<file path="config.mk">
export PLATFORM = sky130hd
export DESIGN_NAME = uart_tx_port
export DESIGN_NICKNAME = d
export VERILOG_FILES = /design/src/rtl/uart_tx_port.sv
export SDC_FILE = /design/constraint.sdc
export NUM_CORES = 1
export LEC_CHECK = 0
export CAP_MARGIN = 10
export CORE_MARGIN = 2
export CORE_UTILIZATION = 32
export CTS_CLUSTER_DIAMETER = 120
export CTS_CLUSTER_SIZE = 28
export DETAILED_ROUTE_END_ITERATION = 8
export GPL_ROUTABILITY_DRIVEN = 0
export PLACE_DENSITY_LB_ADDON = 0.12
export SETUP_SLACK_MARGIN = 0.2
export SLEW_MARGIN = 15
export SYNTH_ARGS = -nofsm -noshare
export SYNTH_HDL_FRONTEND = slang
export SYNTH_SLANG_ARGS = --single-unit
</file>
<file path="constraint.sdc">
create_clock -name clk -period 2.98 [get_ports clk]
set_clock_uncertainty 0.1 [all_clocks]
set_input_delay 0.596 -clock clk [delete_from_list [all_inputs] [get_ports clk]]
set_output_delay 0.596 -clock clk [all_outputs]
set_load 0.1 [all_outputs]
</file>
<file path="src/rtl/uart_tx_port.sv">
// uart_tx_port: 4-deep byte FIFO feeding an 8N1 UART transmitter
module uart_tx_port #(
  parameter int CLKS_PER_BIT = 434
) (
  input  logic       clk,
  input  logic       rst,
  input  logic [7:0] write_data,
  input  logic       write_enable,
  output logic       tx,
  output logic       busy,
  output logic       full,
  output logic [2:0] fifo_count,
  output logic       overflow
);
  localparam int CW = CLKS_PER_BIT > 2 ? $clog2(CLKS_PER_BIT) : 1;
  localparam logic [CW-1:0] BAUD_LAST = CW'(CLKS_PER_BIT - 1);
  typedef enum logic [1:0] {IDLE, START, DATA, STOP} state_t;
  state_t        state_q, state_d;
  logic [CW-1:0] baud_q, baud_d;
  logic [2:0]    idx_q, idx_d;
  logic [7:0]    shift_q, shift_d;
  logic          tx_q, tx_d;
  logic [7:0]    mem_q [4];
  logic [1:0]    wp_q, wp_d, rp_q, rp_d;
  logic [2:0]    count_q, count_d;
  logic          ovf_q, ovf_d;
  logic          push, pop, bit_done;
  assign push     = write_enable && (count_q != 3'd4);
  assign pop      = (state_q == IDLE) && (count_q != 3'd0);
  assign bit_done = baud_q == BAUD_LAST;
  // FIFO pointers, occupancy and sticky drop flag; full uses the pre-edge count
  always_comb begin
    wp_d    = push ? wp_q + 2'd1 : wp_q;
    rp_d    = pop ? rp_q + 2'd1 : rp_q;
    count_d = count_q + {2'b0, push} - {2'b0, pop};
    ovf_d   = ovf_q || (write_enable && count_q == 3'd4);
  end
  // FIFO storage
  always_ff @(posedge clk) begin
    if (push) mem_q[wp_q] <= write_data;
  end
  // frame sequencer; tx is precomputed from the next state so the line is registered
  always_comb begin
    state_d = state_q;
    idx_d   = idx_q;
    shift_d = shift_q;
    baud_d  = (state_q == IDLE || bit_done) ? '0 : baud_q + 1'b1;
    case (state_q)
      IDLE: begin
        if (pop) begin
          shift_d = mem_q[rp_q];
          state_d = START;
        end
      end
      START: begin
        if (bit_done) begin
          state_d = DATA;
          idx_d   = 3'd0;
        end
      end
      DATA: begin
        if (bit_done) begin
          shift_d = {1'b0, shift_q[7:1]};
          idx_d   = idx_q + 3'd1;
          state_d = idx_q == 3'd7 ? STOP : DATA;
        end
      end
      STOP: state_d = bit_done ? IDLE : STOP;
      default: state_d = IDLE;
    endcase
    tx_d = state_d == START ? 1'b0 : state_d == DATA ? shift_d[0] : 1'b1;
  end
  // state and FIFO registers with synchronous active-low reset
  always_ff @(posedge clk) begin
    if (!rst) begin
      state_q <= IDLE;
      baud_q  <= '0;
      idx_q   <= 3'd0;
      shift_q <= 8'd0;
      tx_q    <= 1'b1;
      wp_q    <= 2'd0;
      rp_q    <= 2'd0;
      count_q <= 3'd0;
      ovf_q   <= 1'b0;
    end else begin
      state_q <= state_d;
      baud_q  <= baud_d;
      idx_q   <= idx_d;
      shift_q <= shift_d;
      tx_q    <= tx_d;
      wp_q    <= wp_d;
      rp_q    <= rp_d;
      count_q <= count_d;
      ovf_q   <= ovf_d;
    end
  end
  assign tx         = tx_q;
  assign busy       = (state_q != IDLE) || (count_q != 3'd0);
  assign full       = count_q == 3'd4;
  assign fifo_count = count_q;
  assign overflow   = ovf_q;
endmodule

</file>
; ---- After elaboration in Yosys (flattened, before gate mapping)
; Memory sizes are Yosys's and may differ from the RTL's. A register that Yosys moved wholly into a read port is not among the register bits.
; Index checks and enable logic that the tools add are counted.
[totals]
regBits = 31
mem_bits_rw = 32
inputBits = 11
output_inout_bits = 7
wordCells = 62
n_memories = 1
[op_classes]
n_addsub = 6
n_eq_ne = 12
mux = 18
bitwise_logic = 1
n_reduce_logical = 14
[memory_table]
columns = name, depth, word_bits, read_ports, rd_clocked_by_memory_dff, write_ports, line_no
row1 = mem_q, 4, 8, 1, 1, 1, 23  ; logic [7:0] mem_q [4];
[op_table]
columns = operator, n
row1 = 8-bit two-way mux, 2
row2 = 8-bit one-hot mux with 2 select lines, 1
row3 = 2-bit two-way mux, 6
row4 = "9-bit by 1-bit adder with 9-bit output, second input constant", 1
row5 = "9-bit == test, second input constant", 1
row6 = 2-bit one-hot mux with 4 select lines, 1
row7 = "2-bit == test, second input constant", 3
row8 = "3-bit == test, second input constant", 2
row9 = 3-bit two-way mux, 2
row10 = "2-bit inequality test, second input constant", 3
row11 = 3-bit one-hot mux with 2 select lines, 1
row12 = 3-bit AND reduction, 2
row13 = 2-bit nonzero test, 3
row14 = 1-bit two-way mux, 5
row15 = "2-bit by 1-bit adder with 2-bit output, second input constant", 2
row16 = "2-bit by 1-bit == test with 1-bit output, second input constant", 2
row17 = 3-bit by 1-bit adder with 3-bit output, 1
row18 = "3-bit by 1-bit adder with 3-bit output, second input constant", 1
row19 = 1-bit logical AND, 3
row20 = 1-bit logical OR, 3
row21 = "3-bit inequality test, second input constant", 1
row22 = 3-bit nonzero test, 1
row23 = 3-bit by 1-bit subtractor with 3-bit output, 1
row24 = 2-bit logical NOT, 1
row25 = 2 further kinds, 2

; ---- Depth between registers and ports, before layout
[logic_depth]
depth_word = 7
mapped_depth = 11

; ---- Worst setup path after synthesis
; OpenSTA, ideal clock, no wires.
[synth_timing]
kind = register -> register
startpoint = register count_q[2] (netlist: fifo_count[2])
endpoint = register count_q[2] (netlist: fifo_count[2])
arrival_time_ns = 4.927
required_time_ns = 2.765
path_slack_ns = -2.162
stages_incl_launch_ff = 12
n_path_buf = 1
synth_period_minus_slack_ns = 5.142
path_cell_list = dfxtp_1 -> nor3b_1 -> nor2b_1 -> clkbuf_1 -> inv_1 -> ha_1 -> inv_1 -> ha_1 -> fa_1 -> xnor2_1 -> xnor2_1 -> and2_1
[synth_between]
elab_chain_len = 4
word_cells_on_any_way = 6
[synth_lines]
columns = item, line_no
row1 = start: declaration, 25  ; logic [2:0] count_q, count_d;
row2 = start signal: assignment, 93  ; count_q <= count_d;
row3 = 3-bit inequality test, 28  ; assign push = write_enable && (count_q != 3'd4);
row4 = 1-bit logical AND, 28
row5 = 3-bit by 1-bit adder with 3-bit output, 35  ; count_d = count_q + {2'b0, push} - {2'b0, pop};
row6 = 3-bit by 1-bit subtractor with 3-bit output (*), 35
; Every way passes the cells marked *; elsewhere a longest branch is shown, timed or not.
; A chain may end at the register's enable or synchronous reset.

; ---- Worst setup path after layout
[layout_timing]
startpoint = register count_q[1] (netlist: fifo_count[1])
endpoint = register count_q[2] (netlist: fifo_count[2])
[layout_between]
word_cells_on_any_way = 6
[layout_lines]
columns = item, line_no
row1 = 3-bit nonzero test, 29  ; assign pop = (state_q == IDLE) && (count_q != 3'd0);
row2 = 1-bit logical AND, 29
row3 = via pop, 27  ; logic push, pop, bit_done;
row4 = 3-bit by 1-bit subtractor with 3-bit output, 35
; The timed path passes the listed nets, and every way through them passes these cells.

==> results.json <==
{
  "grt_pass1_vias": 1738,
  "rsz0062_at_grt": "false",
  "cts_made_buffers": 9,
  "required_ns": 3.11,
  "dp_cells": 340,
  "crit_slowest_cell": "or3_4",
  "r2r-start": "fifo_count[1]$_SDFF_PN0_",
  "finalCriticalPeriod_ns": 2.49,
  "clockBufferDepth": 2,
  "critical_path_class": "flip-flop to flip-flop",
  "yosysUniqueCellTypes": 49,
  "final_common_cell": "edfxtp_1",
  "cts_tree": "done",
  "ys_seq_elements": 65,
  "vias": 1699,
  "ir_worst_vdd_mv": 0.340,
  "io_pins": 18,
  "drive_above_1_share": 0.206,
  "ys_seq_area_frac": 0.569,
  "worst_slew_pin_slew_ns": 0.508,
  "die_height_um": 98.4,
  "post-dp-hpwl_um": 3470,
  "io_buffers": 17,
  "die-area_sq_mm": 0.00967,
  "dieWidth_um": 98.4,
  "coreArea_sq_mm": 0.00868,
  "startpoint": "fifo_count[1]$_SDFF_PN0_",
  "min_path_type": "flip-flop to flip-flop",
  "startpoint_type": "flip-flop",
  "synth_fp_nets": 241,
  "setup_viol": 0,
  "antenna_found_initial": 0,
  "path_buf_inv": 2,
  "slowest_delay_ns": 0.41,
  "path_common_cell": "xnor2_1",
  "arrival_ns": 2.62,
  "avgSynthCellArea_sq_um": 13.0,
  "finalNonFillerCells": 356,
  "p_per_area_mw_per_mm2": 837,
  "synth_edf_count": 32,
  "grt_pass1_wl_um": 8630,
  "layout_common_cells": "edfxtp_1, dfxtp_1, nor2_1, and2_1, nand3_1",
  "synth_area_sq_mm": 0.00285,
  "p_total_w": 0.00278,
  "wl_per_cell_um": 14.2,
  "cts_setup_buffers": 0,
  "initial_core_util": 0.328,
  "fin_crit_sh": 0.835,
  "grt_usage": 0.116,
  "synth-async-reset-ratio": 0,
  "slew_viol_final": 0,
  "crit_family": "adder cells",
  "overflow": 0,
  "critPathMaxFanout": 9,
  "dr.first_iter.drc_count": 46,
  "clk_pin_slew_ns": 0.07,
  "root_buffer": "clkbuf_8",
  "ys_warn_count": 0,
  "synthCells": 219,
  "vias_per_cell": 4.77,
  "wirelength_um": 5040,
  "status": "complete, no violations",
  "setup_ws_ns": 0.490,
  "multi_input_area_sq_mm": 0.00114,
  "cts_resized": 0,
  "cts.htree.levels": 3,
  "pre_cts_ws_ns": 0.254,
  "finalHoldViolations": 0,
  "worstHoldStart": "shift_q[2]$_SDFFE_PN0P_",
  "dr.pass1.iters": 4,
  "clkLatencyLatePin_ns": 0.34,
  "fillCellCount": 884,
  "syn2layout_area_growth_pct": 16.7,
  "ff_latch_area_sq_mm": 0.00163,
  "p_leak_nw": 1.14,
  "holdBufCountCts": 0,
  "max_freq_ghz": 0.402,
  "cp_cell_sequence": "or3_4 > nand2_2 > inv_4 > ha_1 > inv_1 > ha_2 > fa_2 > xnor2_1 > xnor2_1 > and2_1",
  "antenna_left": 0,
  "drc_errors": 0,
  "slew_headroom": 0.661,
  "endpoint_kind": "flip-flop",
  "fin_nets": 265,
  "rows": 34,
  "insertedDiodeCount": 0,
  "ys_dominant_reg_cell": "dfxtp_1",
  "cap_viol_max_count": 0,
  "clkSinkCount": 65,
  "grt_max_degree": 14
}
-- state kept, by name, summed over array words and instances, names as in the netlist, named ones only --
name,count
baud_q,9
fifo_count,3
idx_q,3
mem_q,32
overflow,1
rp_q,2
shift_q,8
state_q,2
tx,1
wp_q,2
-- worst register-to-register path: stages (launching register included) --
cell	delay (ns)
dfxtp_2	0.35
or3_4	0.41
nand2_2	0.20
inv_4	0.10
ha_1	0.28
inv_1	0.04
ha_2	0.16
fa_2	0.33
xnor2_1	0.14
xnor2_1	0.12
and2_1	0.15
-- cells in the mapped netlist, types with 2 or more instances --
cell type   n  area (sq um)
nand2_1     8          30.0
clkbuf_1    3          11.3
o21ai_0     3          15.0
nand3_1    12          60.1
nand4_1     3          18.8
or3_1       2          12.5
and2_1     12          75.1
nor3_1      2          10.0
nor2b_1     3          18.8
edfxtp_1   32           961
ha_1       10           125
a21oi_1     6          30.0
a21boi_0   11          82.6
buf_6       2          22.5
mux4_2      8           180
xnor2_1    10          87.6
nor2_1     12          45.0
o21a_1      3          22.5
dfxtp_1    33           661
a22oi_1     6          45.0
inv_1      10          37.5
-- routing by layer --
layer  wire length (um)  track usage  share of wire
met3                144       0.0408          0.029
met2               2440        0.185           0.48
met1               2350        0.141           0.47
met5                  0            0              0
met4                102       0.0537          0.020
-- stage by stage --
| stage | hold WS (ns) | util | instance area (sq um) | TNS, ns |
|---|---|---|---|---|
| after detailed placement | 0.360 | 0.361 | 3130 | 0 |
| after CTS | 0.369 | 0.383 | 3320 | 0 |
| after global placement | 0.358 | 0.361 | 3130 | 0 |
| after floorplan | 0.344 | - | 2870 | -0.104 |
| final | 0.369 | 0.383 | 3320 | 0 |
| after global routing | 0.391 | 0.383 | 3320 | 0 |
-- final timing paths --
check                                                end  slack [ns]  cells past startpoint
worst max-delay path            fifo_count[2]$_SDFF_PN0_        0.49                     10
worst min-delay path             shift_q[2]$_SDFFE_PN0P_        0.37                      2
worst max register to register  fifo_count[2]$_SDFF_PN0_        0.49                     10
worst min register to register   shift_q[2]$_SDFFE_PN0P_        0.37                      2
-- final cells by class --
cell class / instances / area share
clock buffer: 9 / 0.0373
clock inverter: 7 / 0.0211
inverter: 11 / 0.0132
multi-input combinational: 135 / 0.343
sequential: 65 / 0.490
tap: 108 / 0.0406
timing repair buffer: 21 / 0.0549
-- kinds of logic (layout without fill, tap and decap cells) --
family,Yosys count,after routing,share of synthesized area
DFF,65,65,0.569
xor gates and xnor gates,11,11,0.0338
adders and majority gates,11,11,0.0509
buffers and inverters,19,48,0.0360
muxes,9,9,0.0668
AOI/OAI and AO/OA,37,37,0.0971
and+or+nand+nor,67,67,0.146
-- report_power, final --
group | internal, W | switching [W]
sequential | 0.00109 | 0.0000967
combinational | 0.000330 | 0.000545
clock | 0.000384 | 0.000341
No activity file was read; power rests on OpenSTA's default activity.
